[src/rtl/uart_rx.sv]
// Oversampling UART receiver: start bit, DATA_WIDTH data bits LSB first, optional parity, one stop bit.
// Define UART_RX_MAJORITY_EN to decide each bit by a 2-of-3 vote of the three mid-bit samples.
module uart_rx #(
    parameter int DATA_WIDTH = 8,
    parameter int PRESCALE_W = 6
) (
    input  logic                  clk,
    input  logic                  rst_n,
    input  logic                  RX_IN,
    input  logic [PRESCALE_W-1:0] Prescale,
    input  logic                  Par_En,
    input  logic                  Par_Typ,
    output logic [DATA_WIDTH-1:0] P_DATA,
    output logic                  Data_Valid,
    output logic                  PAR_Err,
    output logic                  STP_Err
);
    localparam int BCW = (DATA_WIDTH > 1) ? $clog2(DATA_WIDTH) : 1;
    localparam logic [BCW-1:0] LAST_BIT = BCW'(DATA_WIDTH - 1);

    typedef enum logic [2:0] {IDLE, START, DATA, PARITY, STOP} state_e;

    state_e                state_q, state_d;
    logic [PRESCALE_W-1:0] edge_cnt_q, edge_cnt_d;
    logic [BCW-1:0]        bit_cnt_q, bit_cnt_d;
    logic [DATA_WIDTH-1:0] shift_q, shift_d;
    logic [DATA_WIDTH-1:0] p_data_q, p_data_d;
    logic                  dv_q, dv_d;
    logic                  par_err_q, par_err_d;
    logic                  stp_err_q, stp_err_d;
    logic                  par_en_q, par_en_d;
    logic                  par_typ_q, par_typ_d;

    logic [PRESCALE_W-1:0] half, last_edge;
    logic                  bit_end, bit_val, par_exp;

    assign half      = Prescale >> 1;
    assign last_edge = Prescale - PRESCALE_W'(1);
    // >= rather than == so a mid-frame Prescale shrink still ends the bit
    assign bit_end   = (edge_cnt_q >= last_edge);
    assign par_exp   = par_typ_q ? ~^shift_q : ^shift_q;

`ifdef UART_RX_MAJORITY_EN
    logic [2:0] smp_q, smp_d;

    always_comb begin
        smp_d = smp_q;
        if (state_q != IDLE) begin
            if (edge_cnt_q == half - PRESCALE_W'(1)) smp_d[0] = RX_IN;
            if (edge_cnt_q == half)                  smp_d[1] = RX_IN;
            if (edge_cnt_q == half + PRESCALE_W'(1)) smp_d[2] = RX_IN;
        end
    end

    assign bit_val = (smp_q[0] & smp_q[1]) | (smp_q[0] & smp_q[2]) | (smp_q[1] & smp_q[2]);
`else
    logic smp_q, smp_d;

    always_comb begin
        smp_d = smp_q;
        if (state_q != IDLE && edge_cnt_q == half) smp_d = RX_IN;
    end

    assign bit_val = smp_q;
`endif

    always_comb begin
        state_d    = state_q;
        edge_cnt_d = bit_end ? '0 : edge_cnt_q + PRESCALE_W'(1);
        bit_cnt_d  = bit_cnt_q;
        shift_d    = shift_q;
        p_data_d   = p_data_q;
        dv_d       = 1'b0;
        par_err_d  = par_err_q;
        stp_err_d  = stp_err_q;
        par_en_d   = par_en_q;
        par_typ_d  = par_typ_q;
        case (state_q)
            IDLE: begin
                edge_cnt_d = '0;
                // The detecting clock is edge 0 of the start bit, so back-to-back frames stay aligned
                if (!RX_IN) begin
                    state_d    = START;
                    edge_cnt_d = PRESCALE_W'(1);
                    par_err_d  = 1'b0;
                    stp_err_d  = 1'b0;
                end
            end
            START: begin
                if (bit_end) begin
                    if (bit_val) begin
                        state_d = IDLE;
                    end else begin
                        state_d   = DATA;
                        bit_cnt_d = '0;
                        par_en_d  = Par_En;
                        par_typ_d = Par_Typ;
                    end
                end
            end
            DATA: begin
                if (bit_end) begin
                    shift_d = {bit_val, shift_q[DATA_WIDTH-1:1]};
                    if (bit_cnt_q == LAST_BIT) state_d = par_en_q ? PARITY : STOP;
                    else                       bit_cnt_d = bit_cnt_q + BCW'(1);
                end
            end
            PARITY: begin
                if (bit_end) begin
                    if (bit_val != par_exp) par_err_d = 1'b1;
                    state_d = STOP;
                end
            end
            STOP: begin
                if (bit_end) begin
                    stp_err_d = ~bit_val;
                    if (!par_err_q && bit_val) begin
                        p_data_d = shift_q;
                        dv_d     = 1'b1;
                    end
                    state_d = IDLE;
                end
            end
            default: state_d = IDLE;
        endcase
    end

    always_ff @(posedge clk or negedge rst_n) begin
        if (!rst_n) begin
            state_q    <= IDLE;
            edge_cnt_q <= '0;
            bit_cnt_q  <= '0;
            p_data_q   <= '0;
            dv_q       <= 1'b0;
            par_err_q  <= 1'b0;
            stp_err_q  <= 1'b0;
            par_en_q   <= 1'b0;
            par_typ_q  <= 1'b0;
        end else begin
            state_q    <= state_d;
            edge_cnt_q <= edge_cnt_d;
            bit_cnt_q  <= bit_cnt_d;
            p_data_q   <= p_data_d;
            dv_q       <= dv_d;
            par_err_q  <= par_err_d;
            stp_err_q  <= stp_err_d;
            par_en_q   <= par_en_d;
            par_typ_q  <= par_typ_d;
        end
    end

    always_ff @(posedge clk) begin
        shift_q <= shift_d;
        smp_q   <= smp_d;
    end

    assign P_DATA     = p_data_q;
    assign Data_Valid = dv_q;
    assign PAR_Err    = par_err_q;
    assign STP_Err    = stp_err_q;
endmodule

[config.mk]
export PLATFORM = sky130hd
export DESIGN_NAME = uart_rx
export DESIGN_NICKNAME = d
export VERILOG_FILES = /design/src/rtl/uart_rx.sv
export SDC_FILE = /design/constraint.sdc
export NUM_CORES = 1
export LEC_CHECK = 0
export CAP_MARGIN = 5
export CORE_UTILIZATION = 55
export DETAILED_ROUTE_END_ITERATION = 8
export PLACE_DENSITY_LB_ADDON = 0.1
export SLEW_MARGIN = 20
export SYNTH_ARGS = -nofsm -noshare
export SYNTH_HDL_FRONTEND = slang
export SYNTH_SLANG_ARGS = --single-unit
[constraint.sdc]
create_clock -name clk -period 2.7 [get_ports clk]
set_input_delay 0.54 -clock clk [delete_from_list [all_inputs] [get_ports clk]]
set_output_delay 0.54 -clock clk [all_outputs]
set_load 0.03 [all_outputs]
# Word level (Yosys, flattened, before mapping)
# Index checks and enable logic that the tools add are counted.
[classes]
add_sub_neg = 3
n_lt_le_gt_ge = 1
n_reduce_logical = 17
eq_ne = 16
bitwise = 1
n_mux = 27
[op_table]
columns = ["cell", "n"]
rows = [
  ["two-way mux 3 bit", 11],
  ["!= test 2 bit, second input constant", 9],
  ["case mux 3 bit (5 select lines)", 1],
  ["two-way mux 6 bit", 2],
  ["two-way mux 1 bit", 9],
  ["AND reduction 3 bit", 3],
  ["XNOR reduction 8 bit", 1],
  ["parity 8 bit", 1],
  ["adder 6 x 1 -> 6 bit, second input constant", 1],
  ["equality test 3 x 2 -> 1 bit, second input constant", 2],
  ["equality test 3 bit, second input constant", 2],
  ["equality test 6 x 5 -> 1 bit", 1],
  [">= comparator 6 bit", 1],
  ["case mux 3 bit (2 select lines)", 1],
  ["AND reduction 6 bit", 1],
  ["nonzero test 2 bit", 3],
  ["subtractor 6 x 1 -> 6 bit, second input constant", 1],
  ["AND reduction 5 bit", 1],
  ["case mux 1 bit (2 select lines)", 2],
  ["AND reduction 4 bit", 1],
  ["adder 3 x 1 -> 3 bit, second input constant", 1],
  ["equality test 3 x 1 -> 1 bit, second input constant", 1],
  ["logical NOT 3 bit", 1],
  ["nonzero test 3 bit", 1],
  ["6 further kinds", 7],
]
[totals]
output_inout_bits = 11
ff_bits = 34
word_cells = 76
inputBits = 11

# Logic depth before layout (Yosys ltp)
# Gate-level depths: netlist (run 1).
[logic_depth]
depth_word = 6
ltp_mapped = 11
ltp_nobuf = 10

# Least setup slack after synthesis (run 1)
# No wires, ideal clock.
[synth_path]
path_kind = "input -> register"
from = "input Prescale[1]"
to = "register shift_q[0], enable pin"
path_slack_ns = 0.007
required_time_ns = 2.330
setup_time_ns = 0.370
stages = 9
n_path_buf = 1
arrival_ns = 2.322
path_cell_list = "or3_1 nor3_1 xnor2_1 ha_1 nand4_1 o21ai_2 buf_6 nand2_1 nor2_1"
[synth_via]
elab_chain_cells = 3
[synth_rtl]
columns = ["item", "line_no", "rtl"]
rows = [
  ["start: declaration", "10", "input logic [PRESCALE_W-1:0] Prescale,"],
  ["subtractor 6 x 1 -> 6 bit", "38", "assign last_edge = Prescale - PRESCALE_W'(1);"],
  [">= comparator 6 bit", "40", "assign bit_end = (edge_cnt_q >= last_edge);"],
  ["AND reduction 2 bit (no line)", "--", ""],
  ["end signal: assignment", "153", "shift_q <= shift_d;"],
  ["end: declaration", "26", "logic [DATA_WIDTH-1:0] shift_q, shift_d;"],
]
# Every way passes these cells.
# A chain may end at the register's enable or synchronous reset.

# Worst setup path in the final report (run 1)
[layout_path]
from = "input Prescale[3]"
to = "register p_data_q[0], in the netlist P_DATA[0]"
[layout_via]
elab_chain_cells = 3
[layout_rtl]
columns = ["item", "line_no", "rtl"]
rows = [
  ["subtractor 6 x 1 -> 6 bit", "38", ""],
  [">= comparator 6 bit", "40", ""],
  ["AND reduction 3 bit (no line)", "--", ""],
  ["end signal: assignment", "143", "p_data_q <= p_data_d;"],
  ["end: declaration", "27", "logic [DATA_WIDTH-1:0] p_data_q, p_data_d;"],
]
# Every way passes these cells.

==> impl_metrics.env, run 1 <==
export IMPL_run_status="finished, final reports clean"
export IMPL_synthesis_area_per_instance_sq_um=12.9
export IMPL_hold_slack_ns=0.515
export IMPL_ioPinCount=22
export IMPL_synth_fp_nets=163
export IMPL_layoutNonFillerInstCount=226
export IMPL_worst_endpoint_required_ns=2.93
export IMPL_cts_sink_count=34
export IMPL_placed_cells=215
export IMPL_powerDensity_mw_per_mm2=773
export IMPL_setup_viol_count_final=0
export IMPL_regToRegSetupSlack_ns=0.53
export IMPL_critical_path_startpoint_type="input port"
export IMPL_number_of_antenna_violations_at_the_first_check_in_global_routing=0
export IMPL_reg2reg_depth=7
export IMPL_timing_max_slew_rel_slack_pct=67.8
export IMPL_timing_critical_path_to_type="flop"
export IMPL_utilization_pct=74.9
export IMPL_die_y_um=59.7
export IMPL_design_die_area_sq_mm=0.00356
export IMPL_diodes=0
export IMPL_grt_first_pass_wirelength_mm=5.66
export IMPL_hold_path_startpoint="shift_q[5]"
export IMPL_cts_inserted_buffers=5
export IMPL_cp_startpoint="Prescale[3]"
export IMPL_routedWlPerCell_um=15.2
export IMPL_worstPathArrival_ns=2.88
export IMPL_drtAntennaViolNets=0
export IMPL_synth_main_ff_cell="dfrtp_1"
export IMPL_async_flop_share_pct=73.5
export IMPL_cts_hold_buffers_added=0
export IMPL_nets=202
export IMPL_fp_dieW_um=59.7
export IMPL_detailed_route_via_count=1212
export IMPL_synth_cell_area_sq_mm=0.00183
export IMPL_number_of_distinct_library_cells_after_synthesis=44
export IMPL_total_leakage_power_uw=0.00108
export IMPL_detail_route_drc_violations=0
export IMPL_pre_cts_ws_ns=-0.408
export IMPL_start_util_pct=58.9
export IMPL_hold_viol_final=0
export IMPL_placement_rows=20
export IMPL_fin_skew_ns=0.0169
export IMPL_ctsLongestPathBuffers=2
export IMPL_final_critical_path_setup_slack_ns=0.0425
export IMPL_final_layout_size_suffix_gt1_share_pct=25.8
export IMPL_critical_path_reg2reg_endpoint="P_DATA[0]"
export IMPL_drt_first_pass_iters=4
export IMPL_max_freq_mhz=376
export IMPL_place_port_buffers=21
export IMPL_drv_max_cap_violation_count=0
export IMPL_period_needed_ns=2.66
export IMPL_synthesis_instances=142
export IMPL_first_global_vias=1219
export IMPL_rsz0062_at_grt="no"
export IMPL_worst_margin_slew_ns=0.482
export IMPL_area_growth_synth_to_final_pct=27.1
export IMPL_grt_max_degree=26
export IMPL_dr_first_iter_drc_count=57
export IMPL_global_route_overflow_total=0
export IMPL_clock_tree_from_tritoncts="yes"
export IMPL_clock_root_buffer="clkbuf_4"
export IMPL_grtUsageTotal_pct=22.2
export IMPL_synth_edf_count=9
export IMPL_ys_warnings_count=0
export IMPL_min_period_over_period_pct=98.4
export IMPL_path_clk_slew_ns=0.10
export IMPL_worstSetupEndpoint="P_DATA[0]"
export IMPL_drt_vias_per_instance=5.36
export IMPL_routed_wire_length_mm=3.43
export IMPL_synth_seq_cells=34
export IMPL_place_gp_congestion=0.830
export IMPL_timing_setup_critical_path_class="in2reg"
export IMPL_report_power_total_uw=1800
export IMPL_hold_class="reg2reg"
export IMPL_dpl_hpwl_mm=2.44
export IMPL_final_max_slew_viol_count=0
export IMPL_critical_path_peak_fanout=4
export IMPL_synth_seq_area_share_pct=49.0
export IMPL_r2r_start="edge_cnt_q[3]"
export IMPL_irDropWorstVdd_mv=0.650
export IMPL_fp_coreArea_sq_mm=0.00310
export IMPL_worst_skew_pair_late_latency_ns=0.34
export IMPL_htree_levels=2
through the flow:
stage	instance area (sq um)	setup TNS (ns)
final	2320	0
after global routing	2320	0
after CTS	2320	0
after detailed placement	2150	-10.11
after global placement	2150	-8.06
after floorplan	1830	0
placed cells by master, fill, tap and decap left out, types with 3 or more instances in the layout:
master,netlist,layout
nand3_1,3,3
nand2_1,3,3
clkdlybuf4s50_1,0,18
xnor2_1,14,14
a22o_1,3,3
edfxtp_1,9,9
xor2_1,5,5
nor2_1,11,11
dlygate4sd2_1,0,3
clkbuf_4,0,5
mux2_4,10,10
dfrtp_1,25,25
inv_1,5,5
o22ai_1,3,3
buf_4,0,13
ha_1,10,9
cells in the mapped netlist (all sizes together), types with 4 or more instances:
| cell type | number | area (sq um) |
|---|---|---|
| inv | 6 | 22.5 |
| nand2 | 4 | 17.5 |
| buf | 4 | 45.0 |
| xnor2 | 15 | 139 |
| nor2 | 11 | 41.3 |
| ha | 10 | 125 |
| dfrtp | 25 | 626 |
| edfxtp | 9 | 270 |
| mux2 | 11 | 161 |
| xor2 | 5 | 43.8 |
report_power, final:
group | internal, uW | switching [uW] | leakage [uW]
Combinational | 299 | 259 | 0.000604
Clock | 314 | 179 | 0.0000585
Sequential | 614 | 131 | 0.000416
how the worst min path moves through the flow:
stage	cells after the start	endpoint	slack, ns
final	0	shift_q[4]	0.52
after global placement	1	bit_cnt_q[2]	0.49
after detailed placement	0	shift_q[4]	0.49
after floorplan	0	Data_Valid	0.24
after global routing	0	shift_q[4]	0.53
after CTS	0	shift_q[4]	0.51
area by class of cell:
type                    instances  area, sq um
clock buffers                   6         51.3
clock inverters                 2         60.1
fillers                       231          779
inverters                       6         22.5
multi-input cells              98          882
flip-flops and latches         34          896
well taps                      44         55.1
repair buffers                 36          357
sequential cells by signal, summed over array words and instances (netlist names):
register    cells
P_DATA          8
edge_cnt_q      6
shift_q         8
Data_Valid      1
state_q         3
bit_val         1
par_typ_q       1
bit_cnt_q       3
PAR_Err         1
STP_Err         1
par_en_q        1
cell families after synthesis:
kind of cell	Yosys count	share of synthesized area [%]
and+or+nand+nor	36	11.8
DFF	34	49.0
xor gates and xnor gates	21	11.2
AOI/OAI and AO/OA	19	8.01
muxes	12	9.38
buffers and inverters	10	3.70
adders and majority gates	10	6.84
worst max-delay path, cell delays in order:
cell and delay (ns):
clkdlybuf4s50_1 0.52, nor3b_2 0.26, xnor2_1 0.11, ha_1 0.31
o21a_1 0.18, a21oi_2 0.14, o21ai_2 0.08, nand4bb_1 0.16
bufbuf_16 0.28, mux2_4 0.29
repair_timing:
item / in CTS / in global routing
endpoints found under the hold margin: 0 / 0
pin swaps: 6 / 3
setup buffers: 2 / 0
cloned: 1 / 0
setup endpoints to repair: 17 / 9
gates resized for setup: 7 / 0
per-layer routing:
layer  track usage, %  vias to the layer above  share of wire [%]  wire length [um]
li1                 -                      583                  -                 -
met1             30.8                      599                 46              1570
met2             34.1                       25                 49              1690
met3             4.55                        5                3.8               131
met4             8.97                        0                1.2                40
met5                0                        -                  0                 0
No activity file was read; power rests on OpenSTA's default activity.
==> run 2, diff against run 1 <==
- MAX_ROUTING_LAYER: unset -> met4
==> run 2 against run 1 <==
Net effect:
- die area did not move
- sequential cell count did not move
- critical endpoint unchanged
- cell count did not move
- fmax fell by 0.15%
- global-route usage rose by 0.71 points
- count of clock-buffer cells in the layout did not move
- utilization did not move
- non-clock buffer count did not move
- critical path depth did not move
- via count fell by 0.50%
==> impl_metrics.env, run 2 (synthesis results as in run 1) <==
export IMPL_run_status="finished, final reports clean"
export IMPL_gr_usage_met2_pct=33.8
export IMPL_period_needed_ns=2.66
export IMPL_ctsLongestPathBuffers=2
export IMPL_timing_max_slew_rel_slack_pct=67.8
export IMPL_irDropWorstVdd_mv=0.652
export IMPL_drt_vias_per_instance=5.34
export IMPL_min_period_over_period_pct=98.6
export IMPL_worst_margin_slew_ns=0.482
export IMPL_fp_dieW_um=59.7
export IMPL_cts_sink_count=34
export IMPL_clock_root_buffer="clkbuf_4"
export IMPL_place_gp_congestion=0.843
export IMPL_hold_slack_ns=0.513
export IMPL_critical_path_startpoint_type="input port"
export IMPL_max_freq_mhz=376
export IMPL_final_critical_path_setup_slack_ns=0.0385
export IMPL_gr_usage_met3_pct=4.55
export IMPL_worst_skew_pair_late_latency_ns=0.34
export IMPL_total_leakage_power_uw=0.00108
export IMPL_gr_max_usage_layer="met2"
export IMPL_pre_cts_ws_ns=-0.408
export IMPL_drt_first_pass_iters=4
export IMPL_rsz0062_at_grt="no"
export IMPL_cts_inserted_buffers=5
export IMPL_grt_first_pass_wirelength_mm=5.67
export IMPL_finalInstanceArea_sq_mm=0.00232
export IMPL_final_layout_size_suffix_gt1_share_pct=25.8
export IMPL_nets=202
export IMPL_area_growth_synth_to_final_pct=27.1
export IMPL_utilization_pct=74.9
export IMPL_hold_class="reg2reg"
export IMPL_fp_coreArea_sq_mm=0.00310
export IMPL_dp_area_sq_mm=0.00215
export IMPL_critical_path_peak_fanout=4
export IMPL_worstPathArrival_ns=2.89
export IMPL_fin_skew_ns=0.0181
export IMPL_routedWlPerCell_um=15.3
export IMPL_start_util_pct=58.9
export IMPL_mostFrequentLayoutCells="dfrtp_1 (25), clkdlybuf4s50_1 (18), xnor2_1 (14)"
export IMPL_detail_route_drc_violations=0
export IMPL_dr_first_iter_drc_count=54
export IMPL_clock_tree_from_tritoncts="yes"
export IMPL_global_route_overflow_total=0
export IMPL_dpl_hpwl_mm=2.44
export IMPL_routed_wire_length_mm=3.46
export IMPL_drv_max_cap_violation_count=0
export IMPL_detailed_route_via_count=1206
export IMPL_design_die_area_sq_mm=0.00356
export IMPL_ioPinCount=22
export IMPL_layoutNonFillerInstCount=226
export IMPL_place_port_buffers=21
export IMPL_die_y_um=59.7
export IMPL_first_global_vias=1215
export IMPL_timing_setup_critical_path_class="in2reg"
export IMPL_most_frequent_standard_cell_in_the_layout_excluding_fill_and_tap_cells="dfrtp_1"
export IMPL_hold_viol_final=0
export IMPL_timing_critical_path_to_type="flop"
export IMPL_worst_endpoint_required_ns=2.93
export IMPL_diodes=0
export IMPL_drtAntennaViolNets=0
export IMPL_grtUsageTotal_pct=22.9
export IMPL_grt_max_degree=26
export IMPL_final_max_slew_viol_count=0
export IMPL_powerDensity_mw_per_mm2=774
export IMPL_placement_rows=20
export IMPL_grt_met1_usage_pct=31.2
export IMPL_htree_levels=2
export IMPL_placed_cells=215
export IMPL_path_clk_slew_ns=0.10
export IMPL_number_of_antenna_violations_at_the_first_check_in_global_routing=0
export IMPL_setup_viol_count_final=0
[run 2: cell counts in the layout (fill, tap and decap cells not counted)]
Identical to the previous run, type by type.
[run 2: what timing repair did]
action                                  4_1_cts  5_1_grt
buffers inserted                              2        0
endpoints found under the setup margin       17        9
hold buffers                                  0        0
cloned                                        1        0
resized for setup                             7        0
pin swaps                                     6        3
[run 2: final cells by class]
type	instances	area, sq um
Clock buffer	6	51.3
Clock inverter	2	60.1
Fill cell	231	779
Inverter	6	22.5
Multi-Input combinational cell	98	882
Sequential cell	34	896
Tap cell	44	55.1
Timing Repair Buffer	36	357
[run 2: routing by layer]
metal / share of wire (%) / vias to the layer above
met5: 0 / -
met4: 1.2 / 0
met3: 2.5 / 5
met2: 49 / 21
met1: 47 / 598
li1: - / 582
[run 2: worst max-delay path, stage by stage]
cell             delay, ns
clkdlybuf4s50_1       0.53
nor3b_2               0.26
xnor2_1               0.11
ha_1                  0.31
o21a_1                0.18
a21oi_2               0.14
o21ai_2               0.08
nand4bb_1             0.16
bufbuf_16             0.28
mux2_4                0.29
[run 2: power breakdown]
part	internal (uW)	switching [uW]
Sequential	614	132
Combinational	299	259
Clock	314	179
[run 2: worst paths after layout]
path / start / to / slack, ns / depth (start not counted)
max in group asynchronous: rst_n / state_q[2] / 1.90 / 2
worst max register to register: edge_cnt_q[3] / P_DATA[0] / 0.53 / 7
worst min register to register: shift_q[5] / shift_q[4] / 0.51 / 0
worst min-delay path: shift_q[5] / shift_q[4] / 0.51 / 0
min in group asynchronous: rst_n / edge_cnt_q[5] / 0.54 / 2
worst max-delay path: Prescale[3] / P_DATA[0] / 0.04 / 10
[run 2: through the flow]
stage / setup TNS, ns / power, uW
6_report: 0 / 1800
5_1_grt: 0 / 1910
4_1_cts: 0 / 1810
2_1_floorplan: 0 / 1170
3_5_place_dp: -10.11 / 1300
3_3_place_gp: -8.06 / 1280
